[src/rtl/instr_fetch_stage.sv]
// Instruction fetch stage: owns the PC, fetches 8-bit instructions over req/ack
// and presents opcode/operand downstream. Optional HALT on 8'h00 via IFETCH_HALT_EN.
module instr_fetch_stage #(
    parameter int                  PC_WIDTH = 6,
    parameter logic [PC_WIDTH-1:0] RESET_PC = '0
) (
    input  logic                clk,
    input  logic                rst_n,
    output logic                imem_req,
    output logic [PC_WIDTH-1:0] imem_addr,
    input  logic [7:0]          imem_rdata,
    input  logic                imem_ack,
    input  logic                stall,
    input  logic                branch,
    output logic                instr_valid,
    output logic [1:0]          opcode,
    output logic [5:0]          operand,
    output logic [PC_WIDTH-1:0] pc_out,
    output logic                halted,
    output logic [1:0]          dbg_state
);

    // Handshakes: a fetch completes on a cycle with imem_req && imem_ack (req is held
    // until then); an instruction is consumed on a cycle with instr_valid && !stall.
    typedef enum logic [1:0] {
        S_IDLE  = 2'd0,
        S_FETCH = 2'd1,
        S_VALID = 2'd2
`ifdef IFETCH_HALT_EN
        ,
        S_HALT  = 2'd3
`endif
    } state_e;

    localparam logic [PC_WIDTH-1:0] PC_ONE = 1;

    state_e              state_q, state_d;
    logic [PC_WIDTH-1:0] pc_q, pc_d;
    logic [7:0]          instr_q, instr_d;

    always_ff @(posedge clk) begin
        if (!rst_n) begin
            state_q <= S_IDLE;
            pc_q    <= RESET_PC;
            instr_q <= '0;
        end else begin
            state_q <= state_d;
            pc_q    <= pc_d;
            instr_q <= instr_d;
        end
    end

    always_comb begin
        state_d = state_q;
        pc_d    = pc_q;
        instr_d = instr_q;
        case (state_q)
            S_IDLE: begin
                state_d = S_FETCH;
            end
            S_FETCH: begin
                if (imem_ack) begin
                    instr_d = imem_rdata;
                    state_d = S_VALID;
                end
            end
            S_VALID: begin
                // branch is only looked at in the consume cycle
                if (!stall) begin
`ifdef IFETCH_HALT_EN
                    if (instr_q == 8'h00) begin
                        state_d = S_HALT;
                    end else
`endif
                    begin
                        state_d = S_FETCH;
                        if (branch) begin
                            pc_d = instr_q[PC_WIDTH-1:0];
                        end else begin
                            pc_d = pc_q + PC_ONE;
                        end
                    end
                end
            end
`ifdef IFETCH_HALT_EN
            S_HALT: begin
                state_d = S_HALT;
            end
`endif
            default: begin
                state_d = S_IDLE;
            end
        endcase
    end

    // All outputs decode registered state only; nothing depends on ack or branch.
    assign imem_req    = (state_q == S_FETCH);
    assign imem_addr   = pc_q;
    assign instr_valid = (state_q == S_VALID);
    assign opcode      = instr_q[7:6];
    assign operand     = instr_q[5:0];
    assign pc_out      = pc_q;
    assign dbg_state   = state_q;
`ifdef IFETCH_HALT_EN
    assign halted      = (state_q == S_HALT);
`else
    assign halted      = 1'b0;
`endif

endmodule
[config.mk]
export PLATFORM = sky130hd
export DESIGN_NAME = instr_fetch_stage
export DESIGN_NICKNAME = d
export VERILOG_FILES = /design/src/rtl/instr_fetch_stage.sv
export SDC_FILE = /design/constraint.sdc
export NUM_CORES = 1
export LEC_CHECK = 0
export BUFFER_PORTS_ARGS = -buffer_cell sky130_fd_sc_hd__buf_2
export CAP_MARGIN = 10
export CORE_UTILIZATION = 47
export DETAILED_ROUTE_END_ITERATION = 8
export PLACE_DENSITY_LB_ADDON = 0.2
export SLEW_MARGIN = 20
export SYNTH_ARGS = -nofsm -noshare
export SYNTH_HDL_FRONTEND = slang
export SYNTH_SLANG_ARGS = --single-unit
[constraint.sdc]
create_clock -name clk -period 3 [get_ports clk]
set_input_delay 0.6 -clock clk [delete_from_list [all_inputs] [get_ports clk]]
set_output_delay 0.6 -clock clk [all_outputs]
set_load 0.05 [all_outputs]
==> reports/results.tsv, run 1 <==
metric	value	unit
dp_hpwl	1.13	mm
hold_viol	0	
rsz0062_at_grt	false	
grt_first_pass_wirelength	2.36	mm
hp-class	flop to flop	
crit_path_start_kind	flop	
status	complete, no violations	
crit_path_end_kind	output port	
path_buf_inv	1	
crit_path_top_delay_cell	dfxtp_1	
multi_input_area	397	sq um
syn_area	793	sq um
dieArea	1860	sq um
final_max_slew_viol_count	0	
areaGrowthSynthToFinish	21.1	%
die-width	43.1	um
power_frac_comb	20.2	%
tritoncts	yes	
final-setup-viol-count	0	
arrival	1220	ps
setup.worst_path.class	flop to output port	
worstMarginPinSlew	541	ps
drc	0	
drt_iter0_markers	20	
max_freq	551	MHz
syn_inst	89	
grt_pass1_vias	565	
root_buffer	clkbuf_4	
nets	134	
antenna_cells	0	
cp_top_family	flip-flops	
fin_crit_sh	60.5	%
ys_warn_count	0	
switchingPower	0.144	mW
overflow	0	
syn-num-nets	103	
grt_max_degree	15	
port_buffers	36	
ys.flop_type	dfxtp_1	
first_pass_iters	6	
cts_hold_buf	0	
synth-edff-count	0	
cts_sinks	16	
cp_data_required_time	2400	ps
ant_nets	0	
fin_worst_skew	4.69	ps
clkTransAtPathRegs	90	ps
peakVddDrop	0.328	mV
rows	14	
worstPathCellList	and2b_2, buf_2	
pwr_density_cell	486	nW/um^2
tns	0	ps
yosysSeqAreaShare	40.4	%
clk_path_buf_depth	2	
antenna_found_initial	0	
period_needed	1820	ps
seqCellArea	320	sq um
pin_count	38	
nFillCells	127	
relSlewSlack	63.8	%
drive_above_1_share	37.8	%
core	1540	sq um
htreeDepth	1	
syn_area_per_cell	8.91	sq um
layout_setup_ws	1180	ps
p_total	0.467	mW
cts_buffers	3	
post_cts.resized_instances	0	
leakagePower	0.507	nW
crit_fanout	8	
initial_core_util	51.5	%
intPower	0.323	mW
finalWirelength	1.53	mm
max_cap_violations	0	
swShare	30.8	%
async_flop_share	0	%
synth-seq-cells	16	
drt-vias-per-instance	5.24	
gp_congestion	0.733	
crit_path_max_incr_delay	460	ps
p_clk_share	30.8	%
vias	707	
clk_latency	290	ps
synth.distinct_cells	31	
seq_power_share	49.0	%
wl_per_cell	11.3	um
post-cts-setup-buffers	0	
grt_usage	17.2	%
die_y	43.1	um
pre_cts_slack	1350	ps
[final timing paths]
check             slack [ps]  cells after the start          end         start
hold reg to reg          500                      2   instr_q[6]    instr_q[6]
hold / removal           500                      2   instr_q[6]    instr_q[6]
setup / recovery        1180                      2  instr_valid  dbg_state[0]
setup reg to reg        1620                      3   instr_q[2]  dbg_state[0]
[sequential cells by signal, summed over array words and instances (netlist names)]
name,flops
dbg_state,2
imem_addr,6
instr_q,8
[worst min-delay path, cell delays in order (launching register included)]
cell     delay (ps)
dfxtp_1         330
mux2i_1          70
nor2_1           80
[cell families (layout without fill, tap and decap cells)]
kind of cell / count (synthesis) / after routing / synth area share [%]
multiplexers: 10 / 10 / 12.6
buffers and inverters: 12 / 42 / 9.62
AO/OA/AOI/OAI: 16 / 16 / 13.7
adder cells (fa/ha/maj): 1 / 1 / 1.58
flip-flops: 16 / 16 / 40.4
other: 1 / 1 / 0.473
AND/OR/NAND/NOR: 33 / 33 / 21.6
[placed cells by master, fill, tap and decap left out, types with 2 or more instances in the layout]
master    instances
a211oi_1          2
a21oi_1           4
and2b_2           2
buf_2            36
clkbuf_4          3
dfxtp_1          16
inv_1             2
mux2i_1          10
nand2_1           6
nand3_1           3
nor2_1           14
o21ai_0           2
[Yosys cell counts (2+ instances only)]
cell / n / area share, %
mux2i_1: 10 / 13
nand3_1: 3 / 1.9
and2b_2: 2 / 2.2
o21ai_0: 2 / 1.3
nand2_1: 6 / 2.8
buf_4: 8 / 7.6
a211oi_1: 2 / 1.9
dfxtp_1: 16 / 40
inv_1: 2 / 0.95
a21oi_1: 4 / 2.5
nor2_1: 14 / 6.6
[power by group through the flow]
stage	Sequential, mW	Clock (mW)	Combinational [mW]
after floorplan	0.262	0	0.0454
after global routing	0.230	0.157	0.100
after detailed placement	0.234	0	0.0947
after global placement	0.233	0	0.0937
after CTS	0.229	0.146	0.0949
final	0.229	0.144	0.0944
[stage by stage]
step	cells	hold slack [ps]	utilization (%)	area (sq um)
final	135	503	62.3	961
after global routing	135	534	62.3	961
after CTS	135	508	62.3	961
after detailed placement	131	483	60.0	925
after global placement	131	469	60.0	925
after floorplan	89	718	-	793
[cell type report]
cell class,count,area share (%)
multi-input combinational,61,41.3
sequential,16,33.3
inverter,2,0.781
tap,16,2.08
clock buffer,4,3.78
timing repair buffer,36,18.8
[metal layers]
metal  global-route usage [%]  part of all wire (%)
met5                        0                     0
met1                     22.3                    48
met3                     6.38                   6.1
met2                     24.5                    44
met4                     9.09                   1.8
Power figures use the tool's default switching activity.
==> run 2: changes to the inputs <==
CORE_UTILIZATION = 40   (was 47)
clock period = 1.5 ns   (was 3 ns; I/O delays follow)
==> reports/results.tsv, run 2 (same netlist as run 1, synthesis figures left out) <==
metric	value	unit	change
status	complete, no violations		
crit_path_start_kind	flop		
max_cap_violations	0		unchanged
grt_usage	18.3	%	+1.1 points
path_buf_inv	1		unchanged
final_common_cell	buf_2		
overflow	0		unchanged
setup.worst_path.class	flop to output port		
drt-vias-per-instance	4.94		-5.7%
arrival	1150	ps	-70 ps
r2r_cells	3		unchanged
worstReg2RegEnd	imem_addr[0]		
p_total	0.937	mW	+100%
min_from	imem_rdata[4]		
antenna_cells	0		unchanged
tritoncts	yes		
rsz0062_at_grt	false		
post_cts.resized_instances	0		unchanged
die-width	46.5	um	+8.0%
grt_max_degree	15		unchanged
final_max_slew_viol_count	0		unchanged
clk_latency	290	ps	about the same
finalWirelength	1.63	mm	+6.3%
cp_data_required_time	1200	ps	-1200 ps
largest_reg_flops	8		unchanged
grt_first_pass_wirelength	2.68	mm	+13%
hold_ws	240	ps	-263 ps
cts_buffers	3		unchanged
fin_crit_sh	96.7	%	
ant_nets	0		unchanged
clkTransAtPathRegs	100	ps	about the same
cts_hold_buf	0		unchanged
clk_path_buf_depth	2		unchanged
die_y	46.5	um	+8.0%
port_buffers	36		unchanged
worstPathCellList	and2b_2, buf_2		
post-cts-setup-buffers	0		unchanged
regToRegStartpoint	dbg_state[1]		
pre_cts_slack	129	ps	-1220 ps
cp_top_family	flip-flops		
crit_fanout	8		unchanged
initial_core_util	44.5	%	-7.0 points
hold_depth	3		+1
crit_path_end_kind	output port		
top_register	instr_q		
pwr_density_cell	947	nW/um^2	+95%
peakVddDrop	0.507	mV	+54%
drc	0		unchanged
dp_hpwl	1.24	mm	+9.9%
core	1780	sq um	+16%
pin_count	38		unchanged
grt_pass1_vias	610		+8.0%
final-setup-viol-count	0		unchanged
antenna_found_initial	0		unchanged
period_needed	1450	ps	
htreeDepth	1		unchanged
root_buffer	clkbuf_4		
cts_sinks	16		unchanged
tns	0	ps	unchanged
hp-class	input port to flop		
crit_cells	2		unchanged
nFillCells	173		+36%
r2r_slack	170	ps	-1450 ps
rows	15		+1
final_cell_mix	36 x buf_2, 14 x nor2_1, 14 x dfxtp_1		
vias	721		+2.0%
fin_worst_skew	12.2	ps	+7.50 ps
crit_path_max_incr_delay	410	ps	-50 ps
min_to	instr_q[4]		
max_freq	690	MHz	
dieArea	2170	sq um	+17%
wl_per_cell	11.2	um	-1.7%
drive_above_1_share	40.5	%	+2.7 points
layout_setup_ws	49.8	ps	-1130 ps
first_pass_iters	4		-2
leakagePower	0.517	nW	+2.0%
drt_iter0_markers	15		-25%
areaGrowthSynthToFinish	24.8	%	
gp_congestion	0.799		+9.1%
nets	136		+1.5%
hold_viol	0		unchanged
crit_path_top_delay_cell	dfxtp_2		
==> run 2: worst register-to-register path, stage by stage, from the launching register on <==
cell     delay [ps]
dfxtp_2         390
or3b_4          400
or3_1           310
a31oi_1         160
==> run 2: worst max-delay path by stage <==
stage,startpoint,end,slack (ps)
final,dbg_state[0],instr_valid,50
after global routing,dbg_state[0],instr_valid,1
after CTS,dbg_state[0],instr_valid,40
after detailed placement,stall,imem_addr[0],130
after global placement,stall,imem_addr[0],170
after floorplan,imem_addr[0],imem_addr[4],40
==> run 2: final cells by class <==
class | count | area [sq um] | share of cell area, %
flip-flops and latches | 16 | 323 | 32.6
clock buffers | 4 | 36.3 | 3.67
multi-input cells | 61 | 397 | 40.1
well taps | 25 | 31.3 | 3.16
inverters | 2 | 7.51 | 0.759
repair buffers | 38 | 195 | 19.7
==> run 2: where the power goes <==
| part | switching (mW) | leakage, nW | internal [mW] |
|---|---|---|---|
| clock | 0.138 | 0.0210 | 0.148 |
| combinational | 0.133 | 0.366 | 0.0590 |
| sequential | 0.0169 | 0.131 | 0.442 |
==> run 2: metal layers <==
layer	share of wire [%]	track usage, %	vias up
met1	46	23.5	320
met3	6.5	7.06	5
met5	0	0	-
met2	45	26.4	26
li1	-	-	370
met4	1.8	8.82	0
==> run 2: metrics by stage <==
step	util (%)	instance area, sq um	cells
6_report	55.5	990	146
5_1_grt	55.5	990	146
4_1_cts	55.5	990	146
3_5_place_dp	53.5	953	142
3_3_place_gp	53.5	953	142
2_1_floorplan	-	796	89
